File: src/rtl/dmem_arbiter_pkg.sv
// Shared constants for the data-memory arbiter: FSM state encodings and port IDs.
package dmem_arbiter_pkg;

    typedef enum logic [1:0] {
        ARB_IDLE   = 2'b00,
        ARB_ACCESS = 2'b01,
        ARB_DONE   = 2'b10
    } arb_state_t;

    localparam logic ARB_PORT_C = 1'b0;
    localparam logic ARB_PORT_L = 1'b1;

endpackage

File: src/rtl/dmem_arbiter_pick2.sv
// Two-requester winner selection: round-robin on `last`, or fixed CPU priority
// when DMEM_ARB_CPU_PRIO_EN is defined.
module arb_rr_pick2
    import dmem_arbiter_pkg::*;
(
    input  logic [1:0] req,
    input  logic       last,
    output logic       winner,
    output logic       valid
);

    always_comb begin
        valid  = |req;
        winner = ARB_PORT_C;
        if (req == 2'b11) begin
`ifdef DMEM_ARB_CPU_PRIO_EN
            winner = ARB_PORT_C;
`else
            winner = ~last;
`endif
        end else if (req[ARB_PORT_L]) begin
            winner = ARB_PORT_L;
        end
    end

endmodule

File: src/rtl/dmem_arbiter.sv
// Shares the Data_Memory port between the CPU (C) and loader (L) as serialized
// multi-cycle transactions. DMEM_ARB_CPU_PRIO_EN selects fixed CPU priority.
module dmem_arbiter
    import dmem_arbiter_pkg::*;
#(
    parameter int RD_LAT = 1,
    parameter int AW     = 8,
    parameter int DW     = 8
) (
    input  logic          clk,
    input  logic          reset,
    input  logic          c_req,
    input  logic          c_we,
    input  logic [AW-1:0] c_addr,
    input  logic [DW-1:0] c_wdata,
    output logic          c_gnt,
    output logic          c_done,
    output logic [DW-1:0] c_rdata,
    input  logic          l_req,
    input  logic          l_we,
    input  logic [AW-1:0] l_addr,
    input  logic [DW-1:0] l_wdata,
    output logic          l_gnt,
    output logic          l_done,
    output logic [DW-1:0] l_rdata,
    output logic [AW-1:0] mem_access_addr,
    output logic [DW-1:0] mem_write_data,
    output logic          mem_write_en,
    output logic          mem_read,
    input  logic [DW-1:0] mem_read_data,
    output logic          busy
);

    localparam logic [2:0] RD_LAST = 3'(RD_LAT - 1);

    arb_state_t    state_reg, state_next;
    logic [2:0]    cnt_reg, cnt_next;
    logic          last_reg;
    logic          win_reg;
    logic          we_reg;
    logic [AW-1:0] addr_reg;
    logic [DW-1:0] wdata_reg;

    logic          take;
    logic          cap;
    logic          pick_winner;
    logic          pick_valid;

    // Request fields gathered per port ID so the winner can index them.
    logic [1:0]    req_vec;
    logic [1:0]    we_vec;
    logic [AW-1:0] addr_vec  [2];
    logic [DW-1:0] wdata_vec [2];

    assign req_vec   = {l_req, c_req};
    assign we_vec    = {l_we, c_we};
    assign addr_vec[ARB_PORT_C]  = c_addr;
    assign addr_vec[ARB_PORT_L]  = l_addr;
    assign wdata_vec[ARB_PORT_C] = c_wdata;
    assign wdata_vec[ARB_PORT_L] = l_wdata;

    arb_rr_pick2 u_pick (
        .req    (req_vec),
        .last   (last_reg),
        .winner (pick_winner),
        .valid  (pick_valid)
    );

    always_ff @(posedge clk) begin
        if (!reset) begin
            state_reg <= ARB_IDLE;
        end else begin
            state_reg <= state_next;
        end
    end

    always_comb begin
        state_next   = state_reg;
        cnt_next     = cnt_reg;
        take         = 1'b0;
        cap          = 1'b0;
        mem_write_en = 1'b0;
        mem_read     = 1'b0;
        c_done       = 1'b0;
        l_done       = 1'b0;
        case (state_reg)
            ARB_IDLE: begin
                if (pick_valid) begin
                    take       = 1'b1;
                    cnt_next   = 3'd0;
                    state_next = ARB_ACCESS;
                end
            end
            ARB_ACCESS: begin
                if (we_reg) begin
                    mem_write_en = 1'b1;
                    state_next   = ARB_DONE;
                end else begin
                    mem_read = 1'b1;
                    if (cnt_reg == RD_LAST) begin
                        cap        = 1'b1;
                        cnt_next   = 3'd0;
                        state_next = ARB_DONE;
                    end else begin
                        cnt_next = cnt_reg + 3'd1;
                    end
                end
            end
            ARB_DONE: begin
                c_done     = (win_reg == ARB_PORT_C);
                l_done     = (win_reg == ARB_PORT_L);
                state_next = ARB_IDLE;
            end
            default: state_next = ARB_IDLE;
        endcase
    end

    // Transaction is frozen at grant; later changes on the request port are ignored.
    always_ff @(posedge clk) begin
        if (!reset) begin
            cnt_reg   <= 3'd0;
            last_reg  <= ARB_PORT_C;
            win_reg   <= ARB_PORT_C;
            we_reg    <= 1'b0;
            addr_reg  <= '0;
            wdata_reg <= '0;
        end else begin
            cnt_reg <= cnt_next;
            if (take) begin
                last_reg  <= pick_winner;
                win_reg   <= pick_winner;
                we_reg    <= we_vec[pick_winner];
                addr_reg  <= addr_vec[pick_winner];
                wdata_reg <= wdata_vec[pick_winner];
            end
        end
    end

    genvar gi;
    generate
        for (gi = 0; gi < 2; gi++) begin : g_port
            logic          gnt_reg;
            logic [DW-1:0] rdata_reg;

            always_ff @(posedge clk) begin
                if (!reset) begin
                    gnt_reg   <= 1'b0;
                    rdata_reg <= '0;
                end else begin
                    gnt_reg <= take && (pick_winner == 1'(gi));
                    if (cap && (win_reg == 1'(gi))) begin
                        rdata_reg <= mem_read_data;
                    end
                end
            end
        end
    endgenerate

    assign c_gnt           = g_port[0].gnt_reg;
    assign l_gnt           = g_port[1].gnt_reg;
    assign c_rdata         = g_port[0].rdata_reg;
    assign l_rdata         = g_port[1].rdata_reg;
    assign mem_access_addr = addr_reg;
    assign mem_write_data  = wdata_reg;
    assign busy            = (state_reg != ARB_IDLE);

endmodule

File: config.mk
export PLATFORM = sky130hd
export DESIGN_NAME = dmem_arbiter
export DESIGN_NICKNAME = d
export VERILOG_FILES = /design/src/rtl/dmem_arbiter_pkg.sv /design/src/rtl/dmem_arbiter_pick2.sv /design/src/rtl/dmem_arbiter.sv
export SDC_FILE = /design/constraint.sdc
export NUM_CORES = 1
export LEC_CHECK = 0
export CAP_MARGIN = 15
export CORE_AREA = 10 10 76 78
export DETAILED_ROUTE_END_ITERATION = 10
export DIE_AREA = 0 0 86 88
export PLACE_DENSITY = 0.79
export SLEW_MARGIN = 20
export SYNTH_ARGS = -nofsm -noshare
export SYNTH_HDL_FRONTEND = slang
export SYNTH_SLANG_ARGS = --single-unit
File: constraint.sdc
create_clock -name clk -period 4.55 [get_ports clk]
set_input_delay 0.91 -clock clk [delete_from_list [all_inputs] [get_ports clk]]
set_output_delay 0.91 -clock clk [all_outputs]
set_load 0.01 [all_outputs]
==> Word-level counts from Yosys, hierarchy flattened <==
Cells that the tools add are included.
W data, S select, Z words.
{ "totals": {"register_bits": 41} }
{ "classes": {"magnitude_cmp": 2, "reduce_logical": 11, "n_eq_ne": 6, "n_addsub": 1, "bitwise_logic": 3, "n_mux": 29} }
{ "op_table": {"columns": ["cell", "n"], "rows": [
  ["$mux W8", 6],
  ["$mux W1", 15],
  ["$mux W3", 3],
  ["$mux W2", 3],
  ["$pmux W3 S2", 1],
  ["$eq A2 B2 Y1 const B", 2],
  ["$logic_and A1 B1 Y1", 4],
  ["$ne A2 B2 Y1 const B", 2],
  ["$pmux W2 S2", 1],
  ["$reduce_bool A2 Y1", 2],
  ["$add A3 B1 Y3 const B", 1],
  ["$logic_not A3 Y1", 1],
  ["$ne A3 B3 Y1 const B", 1],
  ["$reduce_and A3 Y1", 1],
  ["$eq A2 B1 Y1 const B", 1],
  ["$ge A2 B2 Y1 const B", 1],
  ["$logic_not A2 Y1", 1],
  ["$lt A1 B2 Y1 const B", 1],
  ["$not A1 Y1", 2],
  ["$not A1 Y2", 1],
  ["$reduce_and A2 Y1", 1],
  ["$reduce_or A2 Y1", 1]
]} }

==> Depth between registers and ports, before layout <==
Gate-level depths: netlist of run 1.
{ "logic_depth": {"ltp_word": 6, "ltp_mapped": 6, "ltp_nobuf": 5} }

==> Cells and area by module <==
From an unflattened synthesis of run 1, not the netlist that was laid out.
{ "hier_totals": {"cells_unflattened": 185, "hier_area_um2": 1765.4} }
{ "by_module_without_submodules": {"columns": ["module", "instances", "area_per_inst_um2", "cells_each"], "rows": [
  ["dmem_arbiter", 1, 1751.7, 183],
  ["arb_rr_pick2", 1, 13.8, 2]
]} }

==> Worst setup path after synthesis of run 1 <==
Ideal clock, no wire load.
{ "synth_timing": {"path_type": "input to register", "start": "in c_req", "end": "reg addr_reg[0], in the netlist mem_access_addr[0]", "setup_time_ps": 122, "slack_ps": 2595, "stages": 5, "arrival_time_ps": 1834, "path_buffers": 2, "t_required_ps": 4428, "path_cell_list": "buf_2 > a21bo_2 > clkbuf_1 > nor3_1 > a221o_1"} }
{ "synth_via": {"elab_chain_cells": 6, "elab_cells_between_ends": 9, "classes_between": "1 x eq/ne; 6 x mux; 1 x bitwise; 1 x reduce/logical"} }
{ "synth_rtl": {"columns": ["item", "line_no", "rtl"], "rows": [
  ["from (decl)", "dmem_arbiter.sv:12", "input logic c_req,"],
  ["$eq A2 B2 Y1", "dmem_arbiter_pick2.sv:15", "if (req == 2'b11) begin"],
  ["$mux W1", "dmem_arbiter_pick2.sv:15", null],
  ["$not A1 Y2 (implied by the code)", "dmem_arbiter.sv:133", "addr_reg <= addr_vec[pick_winner];"],
  ["$mux W8 (implied by the code) (3 in series)", "dmem_arbiter.sv:133", null],
  ["to (signal assigned)", "dmem_arbiter.sv:133", null],
  ["to (decl)", "dmem_arbiter.sv:41", "logic [AW-1:0] addr_reg;"]
]} }
Parallel ways exist; a longest one is shown, timed or not. The select of a mux whose other input is x is not followed.
A chain may end at the register's enable or synchronous reset.

==> Final worst setup path of run 1 <==
{ "layout_timing": {"start": "reg state_reg[1]", "end": "out busy"} }
{ "layout_via": {"elab_chain_cells": 1} }
{ "layout_rtl": {"columns": ["item", "line_no", "rtl"], "rows": [
  ["from (decl)", "dmem_arbiter.sv:36", "arb_state_t state_reg, state_next;"],
  ["from (signal assigned)", "dmem_arbiter.sv:73", "state_reg <= state_next;"],
  ["$reduce_bool A2 Y1", "dmem_arbiter.sv:165", "assign busy = (state_reg != ARB_IDLE);"],
  ["to (decl)", "dmem_arbiter.sv:31", "output logic busy"]
]} }
Every way passes these cells.

==> qor.txt, run 1 <==
Synth Register Bits -> 41
PwrDens -> 309 mW/mm2
First-pass GRT wire length -> 8940 um
Io pins -> 85
IO buf count -> 84
Share of flip-flops with an asynchronous set or reset -> 0%
CTS Hold Bufs -> 0
Tcrit/Tclk final -> 63.2%
Overflow after GRT -> 0
Endpoints failing hold -> 0
Global Route Usage Sum -> 14.6%
Post-route antenna net violation count -> 0
RSZ-0062 raised after global routing -> false
Post-synth EDFFs -> 0
Slew @ Worst Pin -> 0.684 ns
N_diodes -> 0
Clk slew on worst S/H paths -> 0.08 ns
Initial DRC count -> 75
Layout Skew -> 0.00814 ns
Number of buffers created by CTS -> 5
Unique masters post-synth -> 34
Minimum clock period -> 2.88 ns
Reg-to-reg setup timing slack -> 2.49 ns
Number of max-cap violations -> 0
DR vias -> 1,657
Drt drc -> 0
Clock Latency Late Sink -> 0.30 ns
Syn_nets -> 235
Final WL -> 5410 um
Initial antenna violation count -> 0
Initial Util -> 40.7%
Die H -> 88 um
Die ar. -> 0.00757 mm2
Hold Path Class -> reg2reg
Avg Cell Area, Syn -> 9.35 um2
Setup bufs post-CTS -> 0
Vias/cell -> 5.19
Worst R2R Start -> state_reg[1]
Synthesis-to-layout area growth -> 53.4%
Wirelength per Cell -> 16.9 um
Hold path depth -> 2
YS warnings -> 0
Longest Clk Path Bufs -> 2
P_leak -> 0.00108 uW
Final setup violation count -> 0
Worst Hold Endpoint -> l_rdata[2]
CP Capture Type -> output pin
Total negative setup slack -> 0 ns
Post-CTS sizing -> 0
HP Start -> l_rdata[2]
Dominant synthesized flop cell -> dfxtp_1
R2r endpoint -> mem_write_data[0]
Post-synthesis sequential area ratio -> 46.9%
Placed instance count -> 311
Clock Sinks -> 41
Hpwl dp -> 4200 um
Mapped cell area -> 0.00175 mm2
Final slew viol count -> 0
Core ar. -> 0.00429 mm2
Status -> finished clean
Rows -> 24
CP Max Fanout -> 11
WS Path Type -> reg2out
Peak Freq -> 348 MHz
R2r worst-path depth -> 4
Final std cells w/o fill -> 319
Share of layout cells above drive strength 1 -> 5.62%
Hold WS -> 0.461 ns
Number of global-route vias before repair -> 1,746
Critical Path AT -> 1.97 ns
Worst VDD drop -> 153 uV
H-Tree Level Count -> 2
Largest net degree at the start of global routing -> 20
CTS Root Cell -> clkbuf_8
Fin nets -> 314
CP Launch Type -> flip-flop
DRT Pass-1 Iters -> 4
Slew headroom -> 54.2%
Gpl congestion -> 0.736
WP data required -> 3.64 ns
CTS tree -> built
Mapped Cells -> 187
Die X -> 86 um
[layout by cell type, fill, tap and decap left out, types with 2 or more instances in the layout]
cell type / count
nor3_1: 14
nand3_1: 4
ha_1: 2
or3b_1: 2
and3b_2: 2
a21oi_1: 2
a211oi_1: 2
nor2_1: 4
nand2_1: 27
clkbuf_8: 5
clkinv_4: 2
a221o_1: 13
clkdlybuf4s50_1: 84
mux2i_1: 16
nand4_1: 5
o21ai_0: 5
inv_1: 16
dfxtp_1: 41
and4b_1: 2
a31oi_1: 4
[synthesized netlist by cell type (all sizes together) (4+ instances only)]
library cell,count,area [um2]
a221o,13,130
nand3,4,20.0
nand2,27,101
inv,17,63.8
nor2,4,15.0
buf,6,45.0
a31oi,4,25.0
dfxtp,41,821
nor3,14,70.1
mux2i,16,160
o21ai,5,25.0
clkbuf,7,26.3
nand4,5,31.3
[kinds of logic after synthesis]
| group | after synthesis | share of synthesized area (%) |
|---|---|---|
| flip-flops | 41 | 46.9 |
| buffers and inverters | 30 | 7.73 |
| multiplexers | 16 | 9.16 |
| adder cells (fa/ha/maj) | 2 | 1.43 |
| AND/OR/NAND/NOR | 66 | 20.2 |
| AO/OA/AOI/OAI | 32 | 14.5 |
[routing by layer]
layer	share of wire [%]	track usage, %
met3	10	6.22
met4	2.2	5.99
met5	0	0
met1	39	15.5
met2	48	25.1
[final cells by class]
cell class | count | area [um2]
clock inverter | 3 | 22.5
multi-input combinational | 116 | 793
timing repair buffer | 85 | 848
inverter | 17 | 63.8
sequential | 41 | 821
fill | 369 | 1610
clock buffer | 5 | 68.8
tap | 52 | 65.1
[critical path, stage by stage (launching register included)]
cell and delay, ns:
dfxtp_1 0.39, nor2_1 0.57, inv_2 0.17, clkdlybuf4s50_1 0.53
[how the worst max path moves through the flow]
stage	start	end	slack, ns
2_1_floorplan	c_req	mem_access_addr[0]	2.59
3_3_place_gp	reset	mem_write_data[4]	1.76
3_5_place_dp	reset	mem_write_data[0]	1.69
4_1_cts	state_reg[1]	busy	1.69
5_1_grt	state_reg[1]	busy	1.54
6_report	state_reg[1]	busy	1.67
[report_power, final]
| group | switching [uW] | leakage, uW | total (uW) | internal [uW] |
|---|---|---|---|---|
| Clock | 135 | 0.0000481 | 244 | 109 |
| Sequential | 18.0 | 0.000335 | 403 | 385 |
| Combinational | 77.8 | 0.000692 | 183 | 105 |
| Total | 231 | 0.00108 | 829 | 598 |
[per-stage QoR]
stage	setup WS [ns]	instance area [um2]	total power, uW	util (%)
after floorplan	2.59	1750	491	-
after global placement	1.76	2590	591	60.3
after detailed placement	1.69	2590	594	60.3
after CTS	1.69	2680	834	62.5
after global routing	1.54	2680	869	62.5
final	1.67	2680	829	62.5
Note: power is estimated with default switching activity, not from simulation.
==> run 2, diff against run 1 <==
--- a/config.mk
+++ b/config.mk
@@ -6,10 +6,10 @@
 export NUM_CORES = 1
 export LEC_CHECK = 0
 export CAP_MARGIN = 15
-export CORE_AREA = 10 10 76 78
+export CORE_AREA = 10 10 81 83
 export DETAILED_ROUTE_END_ITERATION = 10
-export DIE_AREA = 0 0 86 88
-export PLACE_DENSITY = 0.79
+export DIE_AREA = 0 0 91 93
+export PLACE_DENSITY = 0.72
 export SLEW_MARGIN = 20
 export SYNTH_ARGS = -nofsm -noshare
 export SYNTH_HDL_FRONTEND = slang
==> constraint.sdc (replaced) <==
create_clock -name clk -period 2.4 [get_ports clk]
set_input_delay 0.48 -clock clk [delete_from_list [all_inputs] [get_ports clk]]
set_output_delay 0.48 -clock clk [all_outputs]
set_load 0.01 [all_outputs]
==> run 2 against run 1 <==
  * Clock skew decreased by 0.0043 ns
  * Global-route usage decreased by 3.2 points
  * Sequential share of layout area decreased by 0.45 points
  * Power increased by 93%
  * Critical endpoint is now mem_read
==> qor.txt, run 2 (same netlist as run 1, synthesis figures left out) <==
Status -> finished clean (unchanged)
CTS Root Cell -> clkbuf_8 (unchanged)
Hold path depth -> 2 (unchanged)
Post-route antenna net violation count -> 0 (unchanged)
Number of global-route vias before repair -> 1,590 (was 1,746)
Overall power -> 1600 uW (was 829 uW)
Number of buffers created by CTS -> 5 (unchanged)
Global Route Usage Sum -> 11.4% (was 14.6%)
Wirelength per Cell -> 14.8 um (was 16.9 um)
Initial DRC count -> 31 (was 75)
Vias/cell -> 4.76 (was 5.19)
CP Capture Type -> output pin (unchanged)
Placed instance count -> 330 (was 311)
DR vias -> 1,608 (was 1,657)
RSZ-0062 raised after global routing -> false (unchanged)
P_leak -> 0.00109 uW (was 0.00108 uW)
Worst R2R Start -> state_reg[0] (was state_reg[1])
Slew headroom -> 65.8% (was 54.2%)
CP Max Fanout -> 9 (was 11)
Hold Path Class -> reg2reg (unchanged)
Number of max-cap violations -> 0 (unchanged)
Die ar. -> 0.00846 mm2 (was 0.00757 mm2)
Fin nets -> 315 (was 314)
Most common cell after layout, fill and taps aside -> clkdlybuf4s50_1 (unchanged)
WS Path Type -> reg2out (unchanged)
Overflow after GRT -> 0 (unchanged)
Longest Clk Path Bufs -> 2 (unchanged)
Gpl congestion -> 0.787 (was 0.736)
Post-layout instance area -> 0.00272 mm2 (was 0.00268 mm2)
Placed cell areas -> 0.00262 mm2 (was 0.00259 mm2)
CTS tree -> built (unchanged)
Setup crit start -> state_reg[0] (was state_reg[1])
Core ar. -> 0.00501 mm2 (was 0.00429 mm2)
Worst slack at placement -> 0.234 ns (was 1.69 ns)
Tcrit/Tclk final -> 91.0%
Commonest non-fill, non-tap cells in the layout -> 84 x clkdlybuf4s50_1, 41 x dfxtp_1, 27 x nand2_1 (unchanged)
N_diodes -> 0 (unchanged)
Final WL -> 4990 um (was 5410 um)
Layout Skew -> 0.00386 ns (was 0.00814 ns)
Final WS setup -> 0.215 ns (was 1.67 ns)
R2r worst-path depth -> 3 (was 4)
Endpoints failing hold -> 0 (unchanged)
Synthesis-to-layout area growth -> 55.7% (was 53.4%)
Clock Latency Late Sink -> 0.29 ns (was 0.30 ns)
H-Tree Level Count -> 2 (unchanged)
Clk slew on worst S/H paths -> 0.08 ns (about the same)
Share of layout cells above drive strength 1 -> 5.97% (was 5.62%)
IO buf count -> 84 (unchanged)
CTS Hold Bufs -> 0 (unchanged)
HP Start -> l_rdata[0] (was l_rdata[2])
Initial Util -> 34.9% (was 40.7%)
First-pass GRT wire length -> 7870 um (was 8940 um)
Final std cells w/o fill -> 338 (was 319)
CP Launch Type -> flip-flop (unchanged)
Peak Freq -> 458 MHz
Die X -> 91 um (was 86 um)
Clock Sinks -> 41 (unchanged)
Hpwl dp -> 3870 um (was 4200 um)
Largest net degree at the start of global routing -> 31 (was 20)
Slew @ Worst Pin -> 0.513 ns (was 0.684 ns)
Setup bufs post-CTS -> 0 (unchanged)
DRT Pass-1 Iters -> 4 (unchanged)
WP data required -> 1.92 ns (was 3.64 ns)
Minimum clock period -> 2.18 ns
Final setup violation count -> 0 (unchanged)
Post-CTS sizing -> 0 (unchanged)
Die H -> 93 um (was 88 um)
Drt drc -> 0 (unchanged)
Initial antenna violation count -> 0 (unchanged)
PwrDens -> 587 mW/mm2 (was 309 mW/mm2)
Total negative setup slack -> 0 ns (unchanged)
Critical Path AT -> 1.70 ns (was 1.97 ns)
Rows -> 26 (was 24)
Io pins -> 85 (unchanged)
Final slew viol count -> 0 (unchanged)
Worst VDD drop -> 246 uV (was 153 uV)
## run 2: power by group
group / leakage [uW] / internal, uW / switching (uW)
Sequential: 0.000335 / 729 / 32.5
Clock: 0.0000542 / 260 / 230
Combinational: 0.000697 / 202 / 145
Total: 0.00109 / 1190 / 407
## run 2: metrics by stage
stage               hold WS, ns  utilization (%)
floorplan                 0.467                -
global placement          0.443             52.3
detailed placement        0.446             52.3
CTS                       0.461             54.3
global route              0.486             54.3
finish                    0.457             54.3
## run 2: critical path, stage by stage (launching register included)
cell and delay [ns]:
dfxtp_1 0.45, nor3b_4 0.36, clkdlybuf4s50_1 0.61
## run 2: metal layers
metal  global-route usage [%]  share of wire [%]  wire length, um
met1                     11.7                 41             2040
met2                     19.5                 48             2390
met3                     5.52                8.8              440
met4                     5.35                2.2              112
met5                        0                  0                0
## run 2: final cells by class
| cell class | instances | area [um2] |
|---|---|---|
| Sequential cell | 41 | 821 |
| Multi-Input combinational cell | 116 | 793 |
| Fill cell | 486 | 2290 |
| Inverter | 17 | 63.8 |
| Timing Repair Buffer | 86 | 856 |
| Clock inverter | 1 | 5.00 |
| Tap cell | 70 | 87.6 |
| Clock buffer | 7 | 96.3 |
## run 2: worst paths after layout
check | end | slack, ns
worst min register to register | l_rdata[0] | 0.46
worst min-delay path | l_rdata[0] | 0.46
worst max register to register | c_rdata[2] | 0.66
worst max-delay path | mem_read | 0.22
